File: src/rtl/l2_arb_pkg.sv
// Shared types and address-field positions for the two-core L2 bus arbiter.
// The arbiter FSM states, the core index type, and the tag/index slice positions live here.
package l2_arb_pkg;

    localparam int ADDR_W  = 15;
    localparam int TAG_MSB = 14;
    localparam int TAG_LSB = 10;
    localparam int IDX_MSB = 9;
    localparam int IDX_LSB = 4;
    localparam int TAG_W   = TAG_MSB - TAG_LSB + 1;
    localparam int IDX_W   = IDX_MSB - IDX_LSB + 1;

    typedef logic core_id_t;

    typedef enum logic [2:0] {
        ST_IDLE       = 3'd0,
        ST_SNOOP_WAIT = 3'd1,
        ST_FLUSH      = 3'd2,
        ST_GRANT      = 3'd3,
        ST_RELEASE    = 3'd4
    } arb_state_t;

    // True while some core owns the L2 port (flush or normal grant tenure).
    function automatic logic is_tenure(input arb_state_t s);
        return (s == ST_FLUSH) || (s == ST_GRANT);
    endfunction

endpackage

File: src/rtl/l2_port_mux.sv
// Owner-select of one L1's request, address and write word onto the L2 port.
// force_zero parks the port at all-zero whenever no tenure is active.
module l2_port_mux
    import l2_arb_pkg::*;
#(
    parameter int N = 32
) (
    input  logic                   sel,
    input  logic                   force_zero,
    input  logic [1:0]             core_read_request,
    input  logic [1:0]             core_write_request,
    input  logic [1:0][ADDR_W-1:0] core_word_address,
    input  logic [1:0][N-1:0]      core_write_word,
    output logic                   L2_read_request,
    output logic                   L2_write_request,
    output logic [ADDR_W-1:0]      L2_word_address,
    output logic [N-1:0]           L2_write_word
);

    always_comb begin
        L2_read_request  = 1'b0;
        L2_write_request = 1'b0;
        L2_word_address  = '0;
        L2_write_word    = '0;
        if (!force_zero) begin
            L2_read_request  = core_read_request[sel];
            L2_write_request = core_write_request[sel];
            L2_word_address  = core_word_address[sel];
            L2_write_word    = core_write_word[sel];
        end
    end

endmodule

File: src/rtl/l2_bus_arbiter.sv
// Two-core L2 bus arbiter: round-robin grant, snoop broadcast to the other L1,
// and a flush tenure for a Modified holder before the original requester proceeds.
module l2_bus_arbiter
    import l2_arb_pkg::*;
#(
    parameter int n           = 32,
    parameter int SNOOP_WAIT  = 4,
    parameter int RELEASE_GAP = 2
) (
    input  logic                   clk,
    input  logic                   reset_n,
    input  logic                   L2_busy,
    input  logic [1:0]             core_read_request,
    input  logic [1:0]             core_write_request,
    input  logic [1:0][ADDR_W-1:0] core_word_address,
    input  logic [1:0][n-1:0]      core_write_word,
    output logic                   L2_read_request,
    output logic                   L2_write_request,
    output logic [ADDR_W-1:0]      L2_word_address,
    output logic [n-1:0]           L2_write_word,
    output logic [1:0]             core_L2_busy,
    output logic [1:0]             others_read_request,
    output logic [1:0]             others_write_request,
    output logic [1:0][TAG_W-1:0]  others_block_tag,
    output logic [1:0][IDX_W-1:0]  others_block_index,
    output logic [31:0]            arb_statistics,
    output logic [2:0]             dbg_state
);

    localparam int WAIT_W = $clog2(SNOOP_WAIT + 1);
    localparam int GAP_W  = $clog2(RELEASE_GAP + 1);
    localparam logic [WAIT_W-1:0] WAIT_LAST = WAIT_W'(SNOOP_WAIT - 1);
    localparam logic [GAP_W-1:0]  GAP_LAST  = GAP_W'(RELEASE_GAP - 1);

    // Handshake: an L1 holds req (read or write) high and treats core_L2_busy
    // as its stall; a beat transfers on every cycle req=1 and core_L2_busy=0.
    arb_state_t        state_q, state_d;
    core_id_t          owner_q, owner_d;
    core_id_t          rr_ptr_q, rr_ptr_d;
    core_id_t          req_core_q, req_core_d;
    logic              op_write_q, op_write_d;
    logic [TAG_W-1:0]  tag_q, tag_d;
    logic [IDX_W-1:0]  idx_q, idx_d;
    logic [WAIT_W-1:0] wait_cnt_q, wait_cnt_d;
    logic [GAP_W-1:0]  gap_cnt_q, gap_cnt_d;
    logic [7:0]        grant0_q, grant0_d;
    logic [7:0]        grant1_q, grant1_d;
    logic [7:0]        flush_q, flush_d;
    logic [7:0]        conflict_q, conflict_d;

    logic [1:0] req;
    core_id_t   pick;
    logic       tenure;
    logic       snoop_on;

    assign req      = core_read_request | core_write_request;
    assign pick     = (&req) ? rr_ptr_q : req[1];
    assign tenure   = is_tenure(state_q);
    assign snoop_on = (state_q == ST_SNOOP_WAIT) || (state_q == ST_FLUSH);

    always_comb begin
        state_d    = state_q;
        owner_d    = owner_q;
        rr_ptr_d   = rr_ptr_q;
        req_core_d = req_core_q;
        op_write_d = op_write_q;
        tag_d      = tag_q;
        idx_d      = idx_q;
        wait_cnt_d = wait_cnt_q;
        gap_cnt_d  = gap_cnt_q;
        grant0_d   = grant0_q;
        grant1_d   = grant1_q;
        flush_d    = flush_q;
        conflict_d = conflict_q;
        if (!L2_busy) begin
            case (state_q)
                ST_IDLE: begin
                    if (|req) begin
                        req_core_d = pick;
                        op_write_d = core_write_request[pick];
                        tag_d      = core_word_address[pick][TAG_MSB:TAG_LSB];
                        idx_d      = core_word_address[pick][IDX_MSB:IDX_LSB];
                        wait_cnt_d = '0;
                        if (&req) conflict_d = conflict_q + 8'd1;
                        state_d    = ST_SNOOP_WAIT;
                    end
                end
                ST_SNOOP_WAIT: begin
                    wait_cnt_d = wait_cnt_q + WAIT_W'(1);
                    // A write-back from the snooped core means it holds the block Modified.
                    if (core_write_request[~req_core_q]) begin
                        state_d   = ST_FLUSH;
                        owner_d   = ~req_core_q;
                        gap_cnt_d = '0;
                        flush_d   = flush_q + 8'd1;
                    end else if (wait_cnt_q == WAIT_LAST) begin
                        state_d   = ST_GRANT;
                        owner_d   = req_core_q;
                        gap_cnt_d = '0;
                        if (req_core_q) grant1_d = grant1_q + 8'd1;
                        else            grant0_d = grant0_q + 8'd1;
                    end
                end
                ST_FLUSH: begin
                    if (req[owner_q]) begin
                        gap_cnt_d = '0;
                    end else if (gap_cnt_q == GAP_LAST) begin
                        state_d   = ST_GRANT;
                        owner_d   = req_core_q;
                        gap_cnt_d = '0;
                        if (req_core_q) grant1_d = grant1_q + 8'd1;
                        else            grant0_d = grant0_q + 8'd1;
                    end else begin
                        gap_cnt_d = gap_cnt_q + GAP_W'(1);
                    end
                end
                ST_GRANT: begin
                    // Tolerates a short req gap between write-back and refill of one miss.
                    if (req[owner_q]) begin
                        gap_cnt_d = '0;
                    end else if (gap_cnt_q == GAP_LAST) begin
                        state_d   = ST_RELEASE;
                        gap_cnt_d = '0;
                    end else begin
                        gap_cnt_d = gap_cnt_q + GAP_W'(1);
                    end
                end
                ST_RELEASE: begin
                    rr_ptr_d = ~owner_q;
                    state_d  = ST_IDLE;
                end
                default: state_d = ST_IDLE;
            endcase
        end
    end

    always_ff @(posedge clk or negedge reset_n) begin
        if (!reset_n) begin
            state_q    <= ST_IDLE;
            owner_q    <= 1'b0;
            rr_ptr_q   <= 1'b0;
            req_core_q <= 1'b0;
            op_write_q <= 1'b0;
            tag_q      <= '0;
            idx_q      <= '0;
            wait_cnt_q <= '0;
            gap_cnt_q  <= '0;
            grant0_q   <= '0;
            grant1_q   <= '0;
            flush_q    <= '0;
            conflict_q <= '0;
        end else begin
            state_q    <= state_d;
            owner_q    <= owner_d;
            rr_ptr_q   <= rr_ptr_d;
            req_core_q <= req_core_d;
            op_write_q <= op_write_d;
            tag_q      <= tag_d;
            idx_q      <= idx_d;
            wait_cnt_q <= wait_cnt_d;
            gap_cnt_q  <= gap_cnt_d;
            grant0_q   <= grant0_d;
            grant1_q   <= grant1_d;
            flush_q    <= flush_d;
            conflict_q <= conflict_d;
        end
    end

    l2_port_mux #(.N(n)) u_port_mux (
        .sel                (owner_q),
        .force_zero         (~tenure),
        .core_read_request  (core_read_request),
        .core_write_request (core_write_request),
        .core_word_address  (core_word_address),
        .core_write_word    (core_write_word),
        .L2_read_request    (L2_read_request),
        .L2_write_request   (L2_write_request),
        .L2_word_address    (L2_word_address),
        .L2_write_word      (L2_write_word)
    );

    // Snoop goes only to the core that did not start the transaction.
    always_comb begin
        others_read_request  = '0;
        others_write_request = '0;
        others_block_tag     = '0;
        others_block_index   = '0;
        if (snoop_on) begin
            others_read_request[~req_core_q]  = ~op_write_q;
            others_write_request[~req_core_q] = op_write_q;
            others_block_tag[~req_core_q]     = tag_q;
            others_block_index[~req_core_q]   = idx_q;
        end
    end

    assign core_L2_busy[0] = L2_busy | (req[0] & ~(tenure & ~owner_q));
    assign core_L2_busy[1] = L2_busy | (req[1] & ~(tenure & owner_q));

    assign arb_statistics = {grant0_q, grant1_q, flush_q, conflict_q};
    assign dbg_state      = state_q;

endmodule
File: config.mk
export PLATFORM = sky130hd
export DESIGN_NAME = l2_bus_arbiter
export DESIGN_NICKNAME = d
export VERILOG_FILES = /design/src/rtl/l2_arb_pkg.sv /design/src/rtl/l2_port_mux.sv /design/src/rtl/l2_bus_arbiter.sv
export SDC_FILE = /design/constraint.sdc
export NUM_CORES = 1
export LEC_CHECK = 0
export CAP_MARGIN = 20
export CORE_MARGIN = 2
export CORE_UTILIZATION = 45
export DETAILED_ROUTE_END_ITERATION = 10
export DONT_BUFFER_PORTS = 1
export PLACE_DENSITY = 0.68
export SKIP_CTS_REPAIR_TIMING = 1
export SLEW_MARGIN = 20
export SYNTH_ARGS = -nofsm -noshare
export SYNTH_HDL_FRONTEND = slang
export SYNTH_SLANG_ARGS = --single-unit
File: constraint.sdc
create_clock -name clk -period 3.1 [get_ports clk]
set_input_delay 0.62 -clock clk [delete_from_list [all_inputs] [get_ports clk]]
set_output_delay 0.62 -clock clk [all_outputs]
set_load 0.03 [all_outputs]
==> run metrics, run 1 <==
Routed Wire Length 9.636 mm; number of global-route vias before repair 2846; CTS Root Cell clkbuf_8; Total Die Area 0.008940 sq mm; worst r2r src dbg_state[0]; dpl hpwl 7.434 mm; final count of hold timing violations 0; switching share of power 53.84%; CP cell instances nor2b_1 > o21ba_2 > nor3b_1 > buf_4; adder-cell share of the synthesized area 2.035%; WL/cell 17.94 microns; Total Neg Setup Slack 0 ps; crit-path max FO 26; Clock Path Buffers 2; post-synthesis compound-gate area fraction approximately 7.6%; Worst Tran Pin Value between 500 and 600 ps; Psw between 0.002 and 0.0025 W; WP data required 2480 ps; RePlAce Congestion 0.8412; Clk pwr share 11.4%; All-Layer GR Usage 20.56%; mux cell area share after synthesis roughly a fifth; max incr delay on CP 610 ps; CTS clock-pin slew for the worst setup and hold paths roughly 110 ps; GR Util met2 34.17%; WP buf/inv 1; nets@finish about 540; Setup CP Type reg2out; FILL cells 754; combinational power share 60.2%; Peak VDD IR around 0.00046 V; Hold Path Class in2async; layer with the highest usage met2; xor-xnor portion of the synthesized cell area under 10%; Int Power 0.002080 W; FMAX 0.3553 GHz; number of routed nets with antenna violations 0; Post-Syn Area 0.003690 sq mm; DR iter-0 viols between 100 and 150; Max-Cap Viols 0; final core utilization 53.43%; via total after detailed routing 2996; antenna fix cells 0; RSZ-0062 raised after global routing no; met3 usage 6.305%; Worst R2R Setup Slack approximately 900 ps; Mean Syn Cell Area between 9 and 10 sq um; IO Port Bufs 0; status complete, no violations; Overflow after GRT 0; clock latency on the worst-skew pair 320 ps; Reg2Reg Depth 4; area of the core 0.008093 sq mm; Avg Vias per Cell ~5.6; largest net degree at the start of global routing 56; leakage 2.128 nW; PwrDens between 1000 and 1500 mW/mm^2; first-pass GRT wire length around 14 mm; Storage cell area 0.001378 sq mm; Synth cell types 54; Max-slew headroom slightly above 60%; register area share after synthesis 37.30%; element type at the critical path start flop; CP Capture Type primary output; largest family of logic cells by synthesized area simple AND/OR/NAND/NOR gates; met1 Use GR 26.20%; critical path arrival 2190 ps; initial antenna violation count 0; Die X 94.55 microns; Post-synth EDFFs 0; # rows 33; Initial Util 45.59%; Ports 213; synthesized net count roughly 490; area grow syn2layout 17.19%; crit-path leading delay family simple AND/OR/NAND/NOR gates; share of cells above drive strength 1 between 20 and 25%; # H-tree levels 2; Most used DFF post-synth dfrtp_1; Final Cycle Share 90.78%; DR pass1 iterations 4; Slew Limit Fails 0; slowest CP cell dfrtp_1; Mapped Cells approximately 390; DRC errors left 0; multi-input logic area 0.002185 sq mm; commonest non-fill, non-tap cell in the layout nor2_1; # clock sinks 55; Post-Synth Simple-Gate Area 23.57%; commonest non-fill, non-tap cells in the layout nor2_1, mux2i_1, buf_4; TritonCTS buffer count 5; Yosys warning count 0; Final min period 2814 ps; die boundary height between 90 and 100 microns; Post-synth ARST share 100.0%; RR Endpoint grant0_q[1]; Worst Skew 11.24 ps; Final setup viols 0; Seq cells post-synth 55; Reg power frac between 20% and 30%; CTS tree done
cells in the mapped netlist (5+ instances only):
| cell | count | share of area [%] |
|---|---|---|
| nor2_1 | 70 | 7.1 |
| dfrtp_1 | 55 | 37 |
| nand4_1 | 9 | 1.5 |
| buf_1 | 11 | 1.1 |
| o21ai_0 | 6 | 0.81 |
| xor2_1 | 14 | 3.3 |
| clkbuf_1 | 5 | 0.51 |
| ha_1 | 6 | 2.0 |
| nor3_1 | 7 | 0.95 |
| inv_1 | 5 | 0.51 |
| a21oi_1 | 14 | 1.9 |
| buf_2 | 6 | 0.81 |
| and3_1 | 30 | 5.1 |
| xnor2_1 | 14 | 3.3 |
| nand2_1 | 16 | 1.6 |
| mux2i_1 | 62 | 17 |
metal layers:
metal,vias to the layer above,share of wire [%]
met4,0,1.0
li1,1450,-
met5,-,0
met1,1415,41
met2,125,49
met3,6,8.5
cell type report:
cell class | count | share of cell area (%)
clock buffer | 6 | 1.910
timing repair buffer | 61 | 11.34
sequential | 55 | 31.86
clock inverter | 2 | 0.8970
inverter | 5 | 0.4340
multi-input combinational | 303 | 50.52
tap | 105 | 3.038
registers in the layout, summed over array words and instances, names as in the netlist:
register and count:
conflict_q 8, flush_q 8, grant0_q 8, grant1_q 8, idx_q 6, tag_q 5, dbg_state 3, wait_cnt_q 3
gap_cnt_q 2, op_write_q 1, owner_q 1, req_core_q 1, rr_ptr_q 1
stage by stage:
| stage | hold slack, ps | setup slack, ps | std cells | power, W | cell area [sq um] |
|---|---|---|---|---|---|
| floorplan | 324.4 | 322.3 | 387 | 0.003298 | 3690 |
| global placement | 325.4 | 744.2 | 528 | 0.003953 | 4175 |
| detailed placement | 325.5 | 674.1 | 528 | 0.003996 | 4175 |
| CTS | -26.69 | 307.6 | 536 | 0.004515 | 4297 |
| global route | 157.9 | 110.0 | 537 | 0.004761 | 4324 |
| finish | 153.3 | 285.8 | 537 | 0.004506 | 4324 |
how the worst max path moves through the flow:
stage                 start                      to  slack, ps  cells after the start
2_1_floorplan  dbg_state[1]  others_read_request[0]        320                      5
3_3_place_gp   dbg_state[0]  others_read_request[0]        740                      4
3_5_place_dp   dbg_state[0]  others_read_request[0]        670                      4
4_1_cts        dbg_state[0]  others_read_request[0]        310                      4
5_1_grt        dbg_state[0]  others_read_request[0]        110                      4
6_report       dbg_state[0]  others_read_request[0]        290                      4
power groups by stage:
stage	Clock [W]	Combinational (W)	Sequential [W]
6_report	0.000513	0.00271	0.00128
5_1_grt	0.000550	0.00290	0.00131
4_1_cts	0.000526	0.00271	0.00128
3_5_place_dp	0	0.00270	0.00129
3_3_place_gp	0	0.00267	0.00128
2_1_floorplan	0	0.00209	0.00121
logic make-up after synthesis:
kind of cell	count (synthesis)
DFF	55
xor gates and xnor gates	28
and+or+nand+nor	162
buffers and inverters	29
AOI/OAI and AO/OA	38
adders and majority gates	6
muxes	69
Note: power is estimated with default switching activity, not from simulation.
==> inputs of run 2 (changes only) <==
--- a/config.mk
+++ b/config.mk
@@ -7,10 +7,10 @@
 export LEC_CHECK = 0
 export CAP_MARGIN = 20
 export CORE_MARGIN = 2
-export CORE_UTILIZATION = 45
+export CORE_UTILIZATION = 30
 export DETAILED_ROUTE_END_ITERATION = 10
 export DONT_BUFFER_PORTS = 1
-export PLACE_DENSITY = 0.68
+export PLACE_DENSITY = 0.52
 export SKIP_CTS_REPAIR_TIMING = 1
 export SLEW_MARGIN = 20
 export SYNTH_ARGS = -nofsm -noshare
==> run 2 against run 1 <==
  * Sequential power is 4% higher
  * Die area is 48% higher
  * Highest routed layer unchanged
  * Worst setup slack better by 140 ps
  * Flip-flop and latch count stayed put
  * Combinational power is 2% lower
  * Cell count is 7.6% higher
  * Clock skew is 2.7 ps lower
  * Critical endpoint is now core_L2_busy[0]
  * Via count hardly changed
  * Non-clock buffer count stayed put
==> run metrics, run 2 (synthesized netlist as in run 1, its figures left out) <==
Peak VDD IR 0.0004514 V (-2.3%); Overflow after GRT 0 (unchanged); commonest non-fill, non-tap cell in the layout nor2_1; leakage 2.133 nW (+0.24%); via total after detailed routing 2997 (+0.033%); Final Cycle Share 86.11% (-4.7 points); DR iter-0 viols 140 (+30%); commonest non-fill, non-tap cells in the layout nor2_1, mux2i_1, buf_4; Clock Path Buffers 2 (unchanged); Max-Cap Viols 0 (unchanged); Routed Wire Length 10.77 mm (+12%); final count of hold timing violations 0 (unchanged); Total Die Area 0.01320 sq mm (+48%); # rows 40 (+21%); CP cell instances nand2b_2 > buf_4 > nor2_1 > o21bai_1 > buf_4; CTS clock-pin slew for the worst setup and hold paths 70 ps (-40 ps); Ports 213 (unchanged); initial antenna violation count 0 (unchanged); CTS tree done; CP Capture Type primary output; Total Neg Setup Slack 0 ps (unchanged); share of cells above drive strength 1 22.27% (-0.41 points); Cell Count, Final, Fillers Out 578 (+7.6%); number of routed nets with antenna violations 0 (unchanged); multi-input logic area 0.002185 sq mm (unchanged); dpl hpwl 8.498 mm (+14%); FILL cells 1232 (+63%); Psw 0.002427 W (about the same); Hold Path Class in2async; All-Layer GR Usage 15.73% (-4.8 points); number of global-route vias before repair 2955 (+3.8%); element type at the critical path start flop; crit-path leading delay family flip-flops; WL/cell 18.63 microns (+3.8%); # H-tree levels 2 (unchanged); Setup CP Type reg2out; Clk pwr share 13.5% (+2.1 points); status complete, no violations; Final min period 2669 ps (-144.8 ps); CTS Root Cell clkbuf_16; critical path arrival 2050 ps (-140 ps); nets@finish 538 (unchanged); slowest CP cell dfrtp_1; WP buf/inv 2 (+1); max incr delay on CP 660 ps (+50 ps); Worst Skew 8.546 ps (-2.699 ps); largest net degree at the start of global routing 56 (unchanged); Int Power 0.002187 W (+5.1%); die boundary height 114.9 microns (+22%); PwrDens 1053 mW/mm^2 (+1.0%); DR pass1 iterations 4 (unchanged); most used cell, CP buf_4; # clock sinks 55 (unchanged); final core utilization 36.48% (-17 points); IO Port Bufs 0 (unchanged); clock latency on the worst-skew pair 290 ps (-30 ps); TritonCTS buffer count 5 (unchanged); first-pass GRT wire length 16.30 mm (+14%); Worst Tran Pin Value 692.1 ps (+124.1 ps); final hold slack 17.83 ps (-135.5 ps); area of the core 0.01201 sq mm (+48%); RSZ-0062 raised after global routing no; Max-slew headroom 53.86% (-8.3 points); Avg Vias per Cell 5.185 (-7.1%); post-route setup slack 430.6 ps (+144.8 ps); antenna fix cells 0 (unchanged); WP data required 2480 ps (about the same); RePlAce Congestion 0.8195 (-2.6%); Reg power frac 28.8% (+0.4 points); Initial Util 30.72% (-15 points); placed cell count 571 (+8.1%); FMAX 0.3746 GHz (+5.4%); Final setup viols 0 (unchanged); DRC errors left 0 (unchanged); combinational power share 57.7% (-2.5 points); Die X 114.9 microns (+22%); Slew Limit Fails 0 (unchanged); switching share of power 52.60% (-1.2 points); crit-path max FO 52 (+100%); Setup WS pre-CTS 744.0 ps (+69.87 ps); Storage cell area 0.001378 sq mm (unchanged); area grow syn2layout 18.75%
[run 2: worst reg2reg max path: cells and delay by family, from the launching register on]
| family | cells | cell delay, ps |
|---|---|---|
| DFF | 1 | 820 |
| AOI/OAI and AO/OA | 2 | 690 |
| muxes | 1 | 370 |
| and+or+nand+nor | 1 | 340 |
[run 2: final timing paths]
check	from	endpoint	slack (ps)	cells past startpoint
worst max register to register	owner_q	grant0_q[1]	770	4
min in group clk	L2_busy	dbg_state[2]	460	2
worst min-delay path	reset_n	flush_q[5]	20	0
max in group asynchronous	reset_n	owner_q	2950	0
worst min register to register	gap_cnt_q[1]	gap_cnt_q[1]	490	1
worst max-delay path	dbg_state[2]	core_L2_busy[0]	430	5
[run 2: power by group through the flow]
| stage | Combinational (W) | Clock (W) | Sequential [W] |
|---|---|---|---|
| after global routing | 0.00284 | 0.000676 | 0.00137 |
| after detailed placement | 0.00268 | 0 | 0.00135 |
| after global placement | 0.00265 | 0 | 0.00134 |
| after CTS | 0.00269 | 0.000645 | 0.00134 |
| final | 0.00266 | 0.000623 | 0.00133 |
| after floorplan | 0.00209 | 0 | 0.00121 |
[run 2: metal layers]
| layer | vias up | GRT usage [%] | routed length (microns) |
|---|---|---|---|
| met3 | 7 | 3.532 | 718 |
| met5 | - | 0 | 0 |
| li1 | 1455 | - | - |
| met1 | 1418 | 19.54 | 4422 |
| met4 | 0 | 3.695 | 127 |
| met2 | 117 | 27.76 | 5502 |
[run 2: final cells by class]
| cell class | instances | share of cell area, % |
|---|---|---|
| clock buffers | 6 | 2.941 |
| clock inverters | 1 | 0.6853 |
| well taps | 147 | 4.198 |
| repair buffers | 61 | 10.45 |
| flip-flops and latches | 55 | 31.44 |
| multi-input cells | 303 | 49.86 |
| inverters | 5 | 0.4283 |
[run 2: through the flow]
step	cell area (sq um)	total power, W
final	4382	0.004614
after global routing	4382	0.004886
after CTS	4382	0.004668
after detailed placement	4223	0.004029
after global placement	4223	0.003990
after floorplan	3690	0.003298
